[src/rtl/axi_lite_sram_bridge_if.sv]
`default_nettype none
// ============================================================================
// Module      : axi_lite_sram_bridge_if
// Description : AXI-lite slave-side bus bundle for the SRAM bridge.
// Revision    : 1.0 - initial release
// ============================================================================
interface axi_lite_sram_bridge_if;
    logic        s_awvalid;
    logic        s_awready;
    logic [31:0] s_awaddr;
    logic [2:0]  s_awprot;
    logic        s_wvalid;
    logic        s_wready;
    logic [31:0] s_wdata;
    logic [3:0]  s_wstrb;
    logic        s_bvalid;
    logic        s_bready;
    logic        s_arvalid;
    logic        s_arready;
    logic [31:0] s_araddr;
    logic [2:0]  s_arprot;
    logic        s_rvalid;
    logic        s_rready;
    logic [31:0] s_rdata;

    modport slave (
        input  s_awvalid, s_awaddr, s_awprot,
        input  s_wvalid, s_wdata, s_wstrb,
        input  s_bready,
        input  s_arvalid, s_araddr, s_arprot,
        input  s_rready,
        output s_awready, s_wready, s_bvalid,
        output s_arready, s_rvalid, s_rdata
    );

    modport master (
        output s_awvalid, s_awaddr, s_awprot,
        output s_wvalid, s_wdata, s_wstrb,
        output s_bready,
        output s_arvalid, s_araddr, s_arprot,
        output s_rready,
        input  s_awready, s_wready, s_bvalid,
        input  s_arready, s_rvalid, s_rdata
    );
endinterface
`default_nettype wire

[src/rtl/axi_lite_sram_bridge.sv]
`default_nettype none
// ============================================================================
// Module      : axi_lite_sram_bridge
// Description : AXI-lite slave to single-port synchronous SRAM bridge with
//               alternating read/write arbitration.
// Revision    : 1.0 - initial release
// ============================================================================
module axi_lite_sram_bridge #(
    parameter int          ADDR_W      = 12,
    parameter logic [31:0] RDATA_RESET = 32'h0000_0000
) (
    input  wire logic                clk,
    input  wire logic                resetn,
    axi_lite_sram_bridge_if.slave    s_axi,
    output logic                     mem_en,
    output logic [3:0]               mem_we,
    output logic [ADDR_W-1:0]        mem_addr,
    output logic [31:0]              mem_wdata,
    input  wire logic [31:0]         mem_rdata
);

    typedef enum logic [1:0] {
        IDLE    = 2'd0,
        WR_RESP = 2'd1,
        RD_WAIT = 2'd2,
        RD_RESP = 2'd3
    } state_t;

    state_t      r_state;
    state_t      w_state_nxt;
    logic        r_last_grant_write;
    logic [31:0] r_rdata;
    logic        w_grant_wr;
    logic        w_grant_rd;
    logic        w_wr_req;

    // Protection bits, byte offset and aliased upper address bits carry no meaning here.
    logic w_unused_bits;
    assign w_unused_bits = ^{s_axi.s_awprot, s_axi.s_arprot,
                             s_axi.s_awaddr[31:ADDR_W+2], s_axi.s_awaddr[1:0],
                             s_axi.s_araddr[31:ADDR_W+2], s_axi.s_araddr[1:0]};

    assign w_wr_req = s_axi.s_awvalid && s_axi.s_wvalid;

    always_ff @(posedge clk or negedge resetn) begin
        if (!resetn) begin
            r_state <= IDLE;
        end else begin
            r_state <= w_state_nxt;
        end
    end

    always_comb begin
        w_state_nxt     = r_state;
        w_grant_wr      = 1'b0;
        w_grant_rd      = 1'b0;
        s_axi.s_awready = 1'b0;
        s_axi.s_wready  = 1'b0;
        s_axi.s_arready = 1'b0;
        mem_en          = 1'b0;
        mem_we          = 4'b0000;
        mem_addr        = '0;
        mem_wdata       = '0;
        case (r_state)
            IDLE: begin
                // resetn gates the grant so no strobe or ready escapes while reset is held.
                if (resetn) begin
                    if (w_wr_req && (!s_axi.s_arvalid || !r_last_grant_write)) begin
                        w_grant_wr      = 1'b1;
                        s_axi.s_awready = 1'b1;
                        s_axi.s_wready  = 1'b1;
                        mem_en          = |s_axi.s_wstrb;
                        mem_we          = s_axi.s_wstrb;
                        mem_addr        = s_axi.s_awaddr[ADDR_W+1:2];
                        mem_wdata       = s_axi.s_wdata;
                        w_state_nxt     = WR_RESP;
                    end else if (s_axi.s_arvalid) begin
                        w_grant_rd      = 1'b1;
                        s_axi.s_arready = 1'b1;
                        mem_en          = 1'b1;
                        mem_addr        = s_axi.s_araddr[ADDR_W+1:2];
                        w_state_nxt     = RD_WAIT;
                    end
                end
            end
            WR_RESP: begin
                if (s_axi.s_bready) begin
                    w_state_nxt = IDLE;
                end
            end
            RD_WAIT: begin
                w_state_nxt = RD_RESP;
            end
            RD_RESP: begin
                if (s_axi.s_rready) begin
                    w_state_nxt = IDLE;
                end
            end
            default: begin
                w_state_nxt = IDLE;
            end
        endcase
    end

    always_ff @(posedge clk or negedge resetn) begin
        if (!resetn) begin
            r_last_grant_write <= 1'b0;
            r_rdata            <= RDATA_RESET;
        end else begin
            if (w_grant_wr) begin
                r_last_grant_write <= 1'b1;
            end else if (w_grant_rd) begin
                r_last_grant_write <= 1'b0;
            end
            if (r_state == RD_WAIT) begin
                r_rdata <= mem_rdata;
            end
        end
    end

    assign s_axi.s_bvalid = (r_state == WR_RESP);
    assign s_axi.s_rvalid = (r_state == RD_RESP);
    assign s_axi.s_rdata  = r_rdata;

endmodule
`default_nettype wire

[src/flat_wrapper.sv]
// flat-port wrapper written by rule: the top's interface ports become plain ports
module axi_lite_sram_bridge_flat 
#(
    parameter int          ADDR_W      = 12,
    parameter logic [31:0] RDATA_RESET = 32'h0000_0000
)
  (clk, resetn, mem_en, mem_we, mem_addr, mem_wdata, mem_rdata, s_axi_s_awvalid, s_axi_s_awaddr, s_axi_s_awprot, s_axi_s_wvalid, s_axi_s_wdata, s_axi_s_wstrb, s_axi_s_bready, s_axi_s_arvalid, s_axi_s_araddr, s_axi_s_arprot, s_axi_s_rready, s_axi_s_awready, s_axi_s_wready, s_axi_s_bvalid, s_axi_s_arready, s_axi_s_rvalid, s_axi_s_rdata);
  axi_lite_sram_bridge_if s_axi_i ();
  input  wire logic clk;
  input  wire logic resetn;
  output logic mem_en;
  output logic [3:0] mem_we;
  output logic [ADDR_W-1:0] mem_addr;
  output logic [31:0] mem_wdata;
  input  wire logic [31:0] mem_rdata;
  input wire logic [$bits(s_axi_i.s_awvalid)-1:0] s_axi_s_awvalid;
  input wire logic [$bits(s_axi_i.s_awaddr)-1:0] s_axi_s_awaddr;
  input wire logic [$bits(s_axi_i.s_awprot)-1:0] s_axi_s_awprot;
  input wire logic [$bits(s_axi_i.s_wvalid)-1:0] s_axi_s_wvalid;
  input wire logic [$bits(s_axi_i.s_wdata)-1:0] s_axi_s_wdata;
  input wire logic [$bits(s_axi_i.s_wstrb)-1:0] s_axi_s_wstrb;
  input wire logic [$bits(s_axi_i.s_bready)-1:0] s_axi_s_bready;
  input wire logic [$bits(s_axi_i.s_arvalid)-1:0] s_axi_s_arvalid;
  input wire logic [$bits(s_axi_i.s_araddr)-1:0] s_axi_s_araddr;
  input wire logic [$bits(s_axi_i.s_arprot)-1:0] s_axi_s_arprot;
  input wire logic [$bits(s_axi_i.s_rready)-1:0] s_axi_s_rready;
  output wire logic [$bits(s_axi_i.s_awready)-1:0] s_axi_s_awready;
  output wire logic [$bits(s_axi_i.s_wready)-1:0] s_axi_s_wready;
  output wire logic [$bits(s_axi_i.s_bvalid)-1:0] s_axi_s_bvalid;
  output wire logic [$bits(s_axi_i.s_arready)-1:0] s_axi_s_arready;
  output wire logic [$bits(s_axi_i.s_rvalid)-1:0] s_axi_s_rvalid;
  output wire logic [$bits(s_axi_i.s_rdata)-1:0] s_axi_s_rdata;
  assign s_axi_i.s_awvalid = s_axi_s_awvalid;
  assign s_axi_i.s_awaddr = s_axi_s_awaddr;
  assign s_axi_i.s_awprot = s_axi_s_awprot;
  assign s_axi_i.s_wvalid = s_axi_s_wvalid;
  assign s_axi_i.s_wdata = s_axi_s_wdata;
  assign s_axi_i.s_wstrb = s_axi_s_wstrb;
  assign s_axi_i.s_bready = s_axi_s_bready;
  assign s_axi_i.s_arvalid = s_axi_s_arvalid;
  assign s_axi_i.s_araddr = s_axi_s_araddr;
  assign s_axi_i.s_arprot = s_axi_s_arprot;
  assign s_axi_i.s_rready = s_axi_s_rready;
  assign s_axi_s_awready = s_axi_i.s_awready;
  assign s_axi_s_wready = s_axi_i.s_wready;
  assign s_axi_s_bvalid = s_axi_i.s_bvalid;
  assign s_axi_s_arready = s_axi_i.s_arready;
  assign s_axi_s_rvalid = s_axi_i.s_rvalid;
  assign s_axi_s_rdata = s_axi_i.s_rdata;
  axi_lite_sram_bridge #(.ADDR_W(ADDR_W), .RDATA_RESET(RDATA_RESET)) u_core (.clk(clk), .resetn(resetn), .s_axi(s_axi_i), .mem_en(mem_en), .mem_we(mem_we), .mem_addr(mem_addr), .mem_wdata(mem_wdata), .mem_rdata(mem_rdata));
endmodule
[config.mk]
export PLATFORM = sky130hd
export DESIGN_NAME = axi_lite_sram_bridge_flat
export DESIGN_NICKNAME = d
export VERILOG_FILES = /design/src/rtl/axi_lite_sram_bridge_if.sv /design/src/rtl/axi_lite_sram_bridge.sv /design/src/flat_wrapper.sv
export SDC_FILE = /design/constraint.sdc
export NUM_CORES = 1
export LEC_CHECK = 0
export BUFFER_PORTS_ARGS = -buffer_cell sky130_fd_sc_hd__clkbuf_2
export CORE_AREA = 2 2 89 91
export DETAILED_ROUTE_END_ITERATION = 12
export DIE_AREA = 0 0 91 93
export GPL_TIMING_DRIVEN = 0
export PLACE_DENSITY = 0.66
export SYNTH_ARGS = -nofsm -noshare
export SYNTH_HDL_FRONTEND = slang
export SYNTH_SLANG_ARGS = --single-unit
export TNS_END_PERCENT = 1
[constraint.sdc]
create_clock -name clk -period 3.7 [get_ports clk]
set_input_delay 0.37 -clock clk [delete_from_list [all_inputs] [get_ports clk]]
set_output_delay 0.37 -clock clk [all_outputs]
set_load 0.1 [all_outputs]
==> results.sh, run 1 <==
export IMPL_final_period_utilization_pct=85.2
export IMPL_holdWs_ns=0.209
export IMPL_switching_share_pct=64.3
export IMPL_power_internal_mw=1.25
export IMPL_crit_type="input port to primary output"
export IMPL_layout_commonest_cell="clkbuf_2"
export IMPL_cts_tree="built"
export IMPL_clkSinkCount=35
export IMPL_drive_above_1_share_pct=62.5
export IMPL_synthAdderAreaFrac_pct=0
export IMPL_p_switching_mw=2.25
export IMPL_overflow=0
export IMPL_path_depth=8
export IMPL_grt_setup_unrepaired="false"
export IMPL_synth_compound_area_share_pct=16.3
export IMPL_vias=2156
export IMPL_combPwrFrac_pct=69.9
export IMPL_cp_top_family="buffers and inverters"
export IMPL_layout_min_cycle_time_ns=3.15
export IMPL_cts_buffers_inserted=5
export IMPL_ant_nets=0
export IMPL_cts_resized=0
export IMPL_p_seq_share_pct=19.8
export IMPL_clkTransAtPathRegs_ns=0.07
export IMPL_required_ns=3.33
export IMPL_worst_pin_slew_ns=0.930
export IMPL_viasPerCell=4.54
export IMPL_crit_start="resetn"
export IMPL_synthCells=182
export IMPL_dp_hpwl_um=5060
export IMPL_dieArea_sq_um=8460
export IMPL_synth_nets=327
export IMPL_power_density_nw_per_um2=1120
export IMPL_clkPwrFrac_pct=10.3
export IMPL_finalClockSkew_ns=0.00484
export IMPL_path_max_fanout=39
export IMPL_antenna_found_initial=0
export IMPL_p_leak_nw=1.63
export IMPL_syn2layout_area_growth_pct=59.3
export IMPL_cp_start_kind="input port"
export IMPL_detailedRoute_firstPassIterationCount=4
export IMPL_reg2reg_depth=4
export IMPL_status="finished clean"
export IMPL_crit_top_cell="clkbuf_2"
export IMPL_cap_violations=0
export IMPL_avgSynthCellArea_sq_um=10.8
export IMPL_antenna_cells=0
export IMPL_synth_warnings=0
export IMPL_start_util_pct=26.1
export IMPL_cts_max_path_buffers=2
export IMPL_crit_chain="clkbuf_2, or3b_1, clkbuf_1, a211oi_2, buf_4, buf_6, and2_1, clkbuf_2"
export IMPL_async_flop_share_pct=100
export IMPL_io_buffers=183
export IMPL_num_rows=32
export IMPL_die_h_um=93
export IMPL_drv_slew=0
export IMPL_grt_pass1_vias=2074
export IMPL_ys_types=23
export IMPL_fin_setup_tns_ns=0
export IMPL_ctsHtreeMaxLevel=2
export IMPL_end_kind="primary output"
export IMPL_cp_buffers_inverters=5
export IMPL_drt_iter0_markers=54
export IMPL_synth_top_family_by_area="multiplexers"
export IMPL_syn_cell_area_sq_um=1960
export IMPL_detail_route_wl_per_cell_um=13.0
export IMPL_final_hold_violation_count=0
export IMPL_max_slew_margin_rel_pct=38.0
export IMPL_critPathArrivalTime_ns=2.78
export IMPL_remaining_drc_errors=0
export IMPL_synthSimpleGateAreaFrac_pct=14.4
export IMPL_slowest_delay_ns=0.69
export IMPL_grt_pass1_wl_um=9580
export IMPL_most_common_layout_cells="clkbuf_2 (183), and2_1 (37), dfrtp_1 (35)"
export IMPL_cts_hold_buf=0
export IMPL_hold_path_class="input port to async pin"
export IMPL_clock_latency_ns=0.28
export IMPL_drt_wl_total_um=6160
export IMPL_synth_seq_cells=35
export IMPL_yosys_most_used_dff="dfrtp_1"
export IMPL_nets=517
export IMPL_worst_r2r_startpoint="u_core.r_state[1]$_DFFE_PN0P_"
export IMPL_grtUsageTotal_pct=14.0
export IMPL_design_portCount=231
export IMPL_fmax_mhz=317
export IMPL_synth_edf_count=0
export IMPL_slowest_stage="clkbuf_2"
export IMPL_place_congestion=0.769
export IMPL_post_route_util_pct=41.6
export IMPL_synth_xor_area_share_pct=0
export IMPL_grt_max_degree=40
export IMPL_core_area_sq_um=7530
export IMPL_dieWidth_um=91
export IMPL_synth_seq_area_share_pct=44.6
export IMPL_synthMuxAreaShare_pct=18.9
export IMPL_cts_setup_buffers=0
export IMPL_clock_root_buffer="clkbuf_8"
export IMPL_peakVddDrop_uv=942
export IMPL_finalSetupViolations=0
## power groups by stage
stage                     sequential [mW]  clock [mW]  combinational, mW
after CTS                           0.700       0.373               2.46
final                               0.695       0.362               2.45
after global routing                0.723       0.387               2.53
after floorplan                      2.00           0              0.762
after global placement              0.690           0               2.44
after detailed placement            0.700           0               2.46
## per-layer routing
layer  vias to the layer above  track usage (%)  part of all wire (%)
met5                         -                0                     0
met4                         0             4.92                   1.7
met3                        10             5.00                    12
met2                       137             23.6                    48
met1                       974             16.4                    39
li1                       1035                -                     -
## cells in the mapped netlist, types with 2 or more instances
| library cell | number | area, sq um |
|---|---|---|
| o211ai_1 | 12 | 90.1 |
| nor2b_1 | 2 | 12.5 |
| and2_1 | 37 | 231 |
| dfrtp_1 | 35 | 876 |
| inv_1 | 3 | 11.3 |
| o2111ai_1 | 13 | 114 |
| mux2_2 | 33 | 372 |
| nor2_1 | 2 | 7.51 |
| buf_4 | 2 | 15.0 |
| a21oi_1 | 15 | 75.1 |
| clkbuf_1 | 12 | 45.0 |
| buf_2 | 4 | 20.0 |
| buf_6 | 2 | 22.5 |
## logic make-up (layout without fill, tap and decap cells)
kind of cell	after synthesis	count (layout)
AND/OR/NAND/NOR	46	46
AO/OA/AOI/OAI	45	45
flip-flops	35	35
multiplexers	33	33
buffers and inverters	23	214
## worst register-to-register path: stages, from the launching register on
cell	delay (ns)
dfrtp_1	0.44
nor2b_1	0.16
clkbuf_1	0.25
buf_2	0.31
mux2_2	0.37
## flip-flops by register name (all words and copies together), names as in the netlist
register                   flops
u_core.r_last_grant_write      1
u_core.r_state                 2
u_core.s_axi.s_rdata          32
## path summary, 6_finish.rpt
kind,endpoint,slack (ns)
worst max-delay path,mem_wdata[4],0.55
worst min-delay path,u_core.s_axi.s_rdata[8]$_DFFE_PN0P_,0.21
worst max register to register,u_core.s_axi.s_rdata[15]$_DFFE_PN0P_,2.06
worst min register to register,u_core.s_axi.s_rdata[19]$_DFFE_PN0P_,0.51
max in group asynchronous,u_core.s_axi.s_rdata[4]$_DFFE_PN0P_,2.90
min in group clk,u_core.s_axi.s_rdata[29]$_DFFE_PN0P_,0.31
## metrics by stage
| stage | cell area, sq um | setup slack [ns] | total power [mW] | instances |
|---|---|---|---|---|
| floorplan | 1960 | 0.192 | 2.76 | 182 |
| global placement | 3010 | 0.463 | 3.13 | 467 |
| detailed placement | 3010 | 0.469 | 3.16 | 467 |
| CTS | 3130 | 0.459 | 3.54 | 475 |
| global route | 3130 | 0.157 | 3.64 | 475 |
| finish | 3130 | 0.548 | 3.51 | 475 |
## area by class of cell
cell class	instances	area [sq um]
fill	779	4400
buffer	20	103
clock inverter	2	38.8
tap	102	128
timing repair buffer	183	916
clock buffer	6	82.6
multi-input combinational	124	973
sequential	35	876
inverter	3	11.3
Note: power is estimated with default switching activity, not from simulation.
==> inputs of run 2 (changes only) <==
--- a/config.mk
+++ b/config.mk
@@ -10,7 +10,8 @@
 export DETAILED_ROUTE_END_ITERATION = 12
 export DIE_AREA = 0 0 91 93
 export GPL_TIMING_DRIVEN = 0
-export PLACE_DENSITY = 0.66
+export PLACE_DENSITY = 0.68
+export RECOVER_POWER = 100
 export SYNTH_ARGS = -nofsm -noshare
 export SYNTH_HDL_FRONTEND = slang
 export SYNTH_SLANG_ARGS = --single-unit
==> run 2 against run 1 <==
Sequential power fell by 1%. Critical path depth fell by 1. Non-clock buffer count did not move. Worst hold slack improved by 0.0081 ns. Cell count did not move.
==> results.sh, run 2 (synthesis gave the netlist of run 1 again) <==
export IMPL_hold_path_class="input port to async pin"
export IMPL_grt_use_met1_pct=18.3
export IMPL_grtUsageTotal_pct=14.1
export IMPL_layout_commonest_cell="clkbuf_2"
export IMPL_max_slew_margin_rel_pct=20.5
export IMPL_clock_root_buffer="clkbuf_8"
export IMPL_ant_nets=0
export IMPL_crit_type="input port to primary output"
export IMPL_detail_route_wl_per_cell_um=13.1
export IMPL_path_max_fanout=39
export IMPL_largest_register_ff_count=32
export IMPL_antenna_cells=0
export IMPL_power_density_nw_per_um2=1120
export IMPL_final_period_utilization_pct=88.2
export IMPL_drv_slew=0
export IMPL_grt_setup_unrepaired="false"
export IMPL_dieArea_sq_um=8460
export IMPL_syn2layout_area_growth_pct=56.7
export IMPL_p_total_mw=3.45
export IMPL_cts_resized=0
export IMPL_finalSetupViolations=0
export IMPL_peakVddDrop_uv=753
export IMPL_nets=517
export IMPL_clkSinkCount=35
export IMPL_drt_wl_total_um=6230
export IMPL_start_util_pct=26.1
export IMPL_detailedRoute_firstPassIterationCount=4
export IMPL_antenna_found_initial=0
export IMPL_remaining_drc_errors=0
export IMPL_end_kind="primary output"
export IMPL_final_hold_violation_count=0
export IMPL_required_ns=3.33
export IMPL_cts_tree="built"
export IMPL_timing_rr_end="u_core.s_axi.s_rdata[26]$_DFFE_PN0P_"
export IMPL_design_portCount=231
export IMPL_layout_min_cycle_time_ns=3.26
export IMPL_busiest_layer="met2"
export IMPL_cts_max_path_buffers=2
export IMPL_cp_start_kind="input port"
export IMPL_die_h_um=93
export IMPL_ctsHtreeMaxLevel=2
export IMPL_cts_hold_buf=0
export IMPL_dp_hpwl_um=5160
export IMPL_cap_violations=0
export IMPL_p_leak_nw=1.49
export IMPL_critPathArrivalTime_ns=2.89
export IMPL_overflow=0
export IMPL_finalClockSkew_ns=0.00890
export IMPL_fmax_mhz=306
export IMPL_worst_pin_slew_ns=1.20
export IMPL_fin_setup_tns_ns=0
export IMPL_num_rows=32
export IMPL_clock_latency_ns=0.28
export IMPL_drt_iter0_markers=57
export IMPL_grt_pass1_vias=2081
export IMPL_drive_above_1_share_pct=51.5
export IMPL_reg2reg_depth=4
export IMPL_cts_setup_buffers=0
export IMPL_met2_usage_pct=23.7
export IMPL_vias=2112
export IMPL_dieWidth_um=91
export IMPL_post_route_util_pct=40.9
export IMPL_viasPerCell=4.45
export IMPL_place_congestion=0.762
export IMPL_cts_buffers_inserted=5
export IMPL_clkTransAtPathRegs_ns=0.08
export IMPL_grt_max_degree=40
export IMPL_grt_met3_usage_pct=4.11
export IMPL_rrSetupSlack_ns=1.85
export IMPL_most_common_layout_cells="clkbuf_2 (146), clkbuf_1 (53), dfrtp_1 (35)"
export IMPL_core_area_sq_um=7530
export IMPL_status="finished clean"
export IMPL_io_buffers=183
export IMPL_grt_pass1_wl_um=9870
export IMPL_worst_r2r_startpoint="u_core.r_state[1]$_DFFE_PN0P_"
run 2: cell count changes in the layout (fill, tap and decap cells not counted):
cell      delta
clkbuf_4     +1
clkbuf_2    -37
buf_4        -1
buf_2        -4
clkbuf_1    +41
and2_1      -18
and2_0      +18
run 2: layer usage:
| layer | wire length, um | vias to the layer above |
|---|---|---|
| met5 | 0 | - |
| met4 | 30 | 0 |
| met3 | 500 | 4 |
| met2 | 3080 | 89 |
| met1 | 2620 | 983 |
| li1 | - | 1036 |
run 2: how the worst max path moves through the flow:
stage                                   from              to  slack (ns)  cells past startpoint
5_1_grt                               resetn  s_axi_s_wready        0.13                      7
2_1_floorplan  u_core.r_state[0]$_DFFE_PN0P_          mem_en        0.19                      3
6_report                              resetn  s_axi_s_wready        0.44                      7
3_5_place_dp                          resetn   mem_wdata[15]        0.46                      8
3_3_place_gp                          resetn   mem_wdata[15]        0.45                      8
4_1_cts                               resetn   mem_wdata[15]        0.45                      8
run 2: layout make-up:
class	instances	area, sq um
Buffer	20	97.6
Clock buffer	6	82.6
Clock inverter	2	38.8
Fill cell	826	4450
Inverter	3	11.3
Multi-Input combinational cell	124	973
Sequential cell	35	876
Tap cell	102	128
Timing Repair Buffer	183	870
run 2: through the flow:
step / area, sq um / hold WS (ns) / setup WS, ns / cells
finish: 3080 / 0.217 / 0.435 / 475
global route: 3080 / 0.286 / 0.128 / 475
CTS: 3130 / 0.237 / 0.450 / 475
detailed placement: 3010 / 0.494 / 0.456 / 467
global placement: 3010 / 0.490 / 0.450 / 467
floorplan: 1960 / 0.0744 / 0.192 / 182
run 2: worst max-delay path, stage by stage:
cell	delay (ns)
clkbuf_2	0.69
or3b_1	0.41
clkbuf_1	0.19
a211oi_2	0.21
clkbuf_1	0.35
clkbuf_4	0.21
clkbuf_2	0.45
run 2: report_power, final:
group	switching [mW]	internal, mW	leakage, nW
logic	2.00	0.396	1.01
clock network	0.142	0.222	0.0618
registers	0.106	0.581	0.413
total	2.25	1.20	1.49
==> inputs of run 3 (changes only) <==
--- a/config.mk
+++ b/config.mk
@@ -5,6 +5,7 @@
 export SDC_FILE = /design/constraint.sdc
 export NUM_CORES = 1
 export LEC_CHECK = 0
+export ABC_AREA = 1
 export BUFFER_PORTS_ARGS = -buffer_cell sky130_fd_sc_hd__clkbuf_2
 export CORE_AREA = 2 2 89 91
 export DETAILED_ROUTE_END_ITERATION = 12
==> run 3 against run 2 <==
Critical path depth is the same. Via count is 1.3% lower. Final area shrank 3.4%. Synthesized area about the same. Maximum frequency rose by 8.1%. Core utilization decreased by 1.4 points. Die area is the same. Setup slack better by 0.25 ns. Register-to-register slack gained 0.15 ns.
==> results.sh, run 3 <==
export IMPL_remaining_drc_errors=0
export IMPL_design_area_sq_um=2970
export IMPL_dp_hpwl_um=4680
export IMPL_status="finished clean"
export IMPL_cts_buffers_inserted=5
export IMPL_holdWs_ns=0.235
export IMPL_synth_top_area_share_pct=44.6
export IMPL_max_slew_margin_rel_pct=18.8
export IMPL_largest_register_ff_count=32
export IMPL_place_congestion=0.700
export IMPL_slowest_delay_ns=0.87
export IMPL_dieArea_sq_um=8460
export IMPL_ys_top_cells_by_area="dfrtp_1 (45%), mux2_2 (18%), nand2_1 (11%)"
export IMPL_fin_setup_tns_ns=0
export IMPL_detailedRoute_firstPassIterationCount=4
export IMPL_multiInputGateArea_sq_um=817
export IMPL_required_ns=3.33
export IMPL_antenna_found_initial=0
export IMPL_syn2layout_area_growth_pct=51.3
export IMPL_design_portCount=231
export IMPL_grtUsageTotal_pct=12.6
export IMPL_synth_nets=371
export IMPL_most_common_layout_cells="clkbuf_2 (107), clkbuf_1 (80), nand2_1 (56)"
export IMPL_drt_wl_total_um=5680
export IMPL_async_flop_share_pct=100
export IMPL_io_buffers=184
export IMPL_dpl_cell_count=512
export IMPL_crit_type="input port to primary output"
export IMPL_cts_max_path_buffers=2
export IMPL_critPathArrivalTime_ns=2.65
export IMPL_clock_root_buffer="clkbuf_8"
export IMPL_post_route_util_pct=39.5
export IMPL_vias=2084
export IMPL_finalClockSkew_ns=0.00862
export IMPL_antenna_cells=0
export IMPL_drive_above_1_share_pct=39.3
export IMPL_ant_nets=0
export IMPL_cts_hold_buf=0
export IMPL_yosys_most_used_dff="dfrtp_1"
export IMPL_cts_setup_buffers=0
export IMPL_dieWidth_um=91
export IMPL_finalSetupViolations=0
export IMPL_fill_cells=820
export IMPL_instances_no_fill=519
export IMPL_synth_edf_count=0
export IMPL_drt_iter0_markers=50
export IMPL_worst_pin_slew_ns=1.22
export IMPL_layout_commonest_cell="clkbuf_2"
export IMPL_synth_common_cells="nand2_1 (55), inv_1 (44), dfrtp_1 (35)"
export IMPL_fmax_mhz=331
export IMPL_ys_types=16
export IMPL_rrSetupSlack_ns=2.00
export IMPL_hold_path_class="input port to async pin"
export IMPL_timing_rr_end="u_core.s_axi.s_rdata[23]$_DFFE_PN0P_"
export IMPL_crit_chain="clkbuf_2, nand2_4, nor2_8, inv_4, buf_6, nor2_1, clkbuf_1"
export IMPL_peakVddDrop_uv=652
export IMPL_core_area_sq_um=7530
export IMPL_final_period_utilization_pct=81.6
export IMPL_ctsHtreeMaxLevel=2
export IMPL_nets=562
export IMPL_avgSynthCellArea_sq_um=8.69
export IMPL_synth_largest_area_cell="dfrtp_1"
export IMPL_detail_route_wl_per_cell_um=10.9
export IMPL_grt_pass1_vias=1973
export IMPL_worst_r2r_startpoint="u_core.r_state[0]$_DFFE_PN0P_"
export IMPL_cp_start_kind="input port"
export IMPL_viasPerCell=4.02
export IMPL_path_max_fanout=37
export IMPL_ff_latch_area_sq_um=876
export IMPL_grt_setup_unrepaired="false"
export IMPL_num_rows=32
export IMPL_slowest_stage="clkbuf_1"
export IMPL_p_leak_nw=1.70
export IMPL_cap_violations=0
export IMPL_start_util_pct=26.1
export IMPL_synthCells=226
export IMPL_clkSinkCount=35
export IMPL_overflow=0
export IMPL_grt_max_degree=38
export IMPL_power_density_nw_per_um2=1140
export IMPL_synth_seq_area_share_pct=44.6
export IMPL_grt_pass1_wl_um=8630
export IMPL_end_kind="primary output"
export IMPL_placed_area_sq_um=3010
export IMPL_die_h_um=93
export IMPL_cts_tree="built"
export IMPL_synth_warnings=0
export IMPL_drv_slew=0
export IMPL_cts_resized=0
export IMPL_layout_min_cycle_time_ns=3.02
export IMPL_final_hold_violation_count=0
export IMPL_syn_cell_area_sq_um=1960
export IMPL_yosysMostFrequentCell="nand2_1"
export IMPL_clkTransAtPathRegs_ns=0.07
export IMPL_synth_seq_cells=35
export IMPL_reg2reg_depth=4
export IMPL_clock_latency_ns=0.28
[run 3: changes by cell type after synthesis, moves of 4 or more]
cell / previous run / this run
o2111ai_1: 13 / 0
buf_6: 2 / 6
buf_2: 4 / 0
nor2_1: 2 / 33
inv_1: 3 / 44
clkbuf_1: 12 / 0
o211ai_1: 12 / 0
a21oi_1: 15 / 2
and2_1: 37 / 0
nor2_2: 0 / 7
nand2_1: 1 / 55
[run 3: how the worst max path moves through the flow]
stage,start,end,slack [ns]
floorplan,u_core.r_state[0]$_DFFE_PN0P_,mem_wdata[1],1.05
global placement,resetn,mem_wdata[13],0.99
detailed placement,resetn,mem_wdata[13],0.96
CTS,resetn,mem_wdata[13],0.96
global route,resetn,mem_wdata[25],0.38
finish,resetn,mem_wdata[5],0.68
[run 3: final cells by class]
type	count	share of cell area, %
inverter	45	5.77
clock inverter	1	0.168
timing repair buffer	184	27.7
tap	102	4.29
multi-input combinational	137	27.5
sequential	35	29.5
clock buffer	6	2.78
buffer	9	2.27
[run 3: critical path: cells and delay by family]
kind	cells	cell delay, ns
AND/OR/NAND/NOR	3	0.44
buffers and inverters	4	1.81
[run 3: power breakdown]
group	internal, mW	switching (mW)	leakage (nW)
clock network	0.146	0.133	0.0470
registers	0.581	0.106	0.411
logic	0.385	2.05	1.24
[run 3: through the flow]
step	setup slack [ns]	power, mW
final	0.681	3.40
after detailed placement	0.961	3.23
after global routing	0.380	3.54
after floorplan	1.05	2.82
after CTS	0.962	3.53
after global placement	0.994	3.20
[run 3: layer usage]
metal	vias to the layer above	wire length (um)	track usage [%]
li1	1044	-	-
met1	925	2190	13.3
met2	111	2780	23.4
met3	4	666	4.92
met4	0	38	3.41
met5	-	0	0
[run 3: cell families (layout without fill, tap and decap cells)]
logic type | count (synthesis) | count (layout) | synth area share [%]
and+or+nand+nor | 103 | 103 | 23.2
buffers and inverters | 54 | 245 | 13.3
DFF | 35 | 35 | 44.6
muxes | 32 | 32 | 18.3
AOI/OAI and AO/OA | 2 | 2 | 0.510
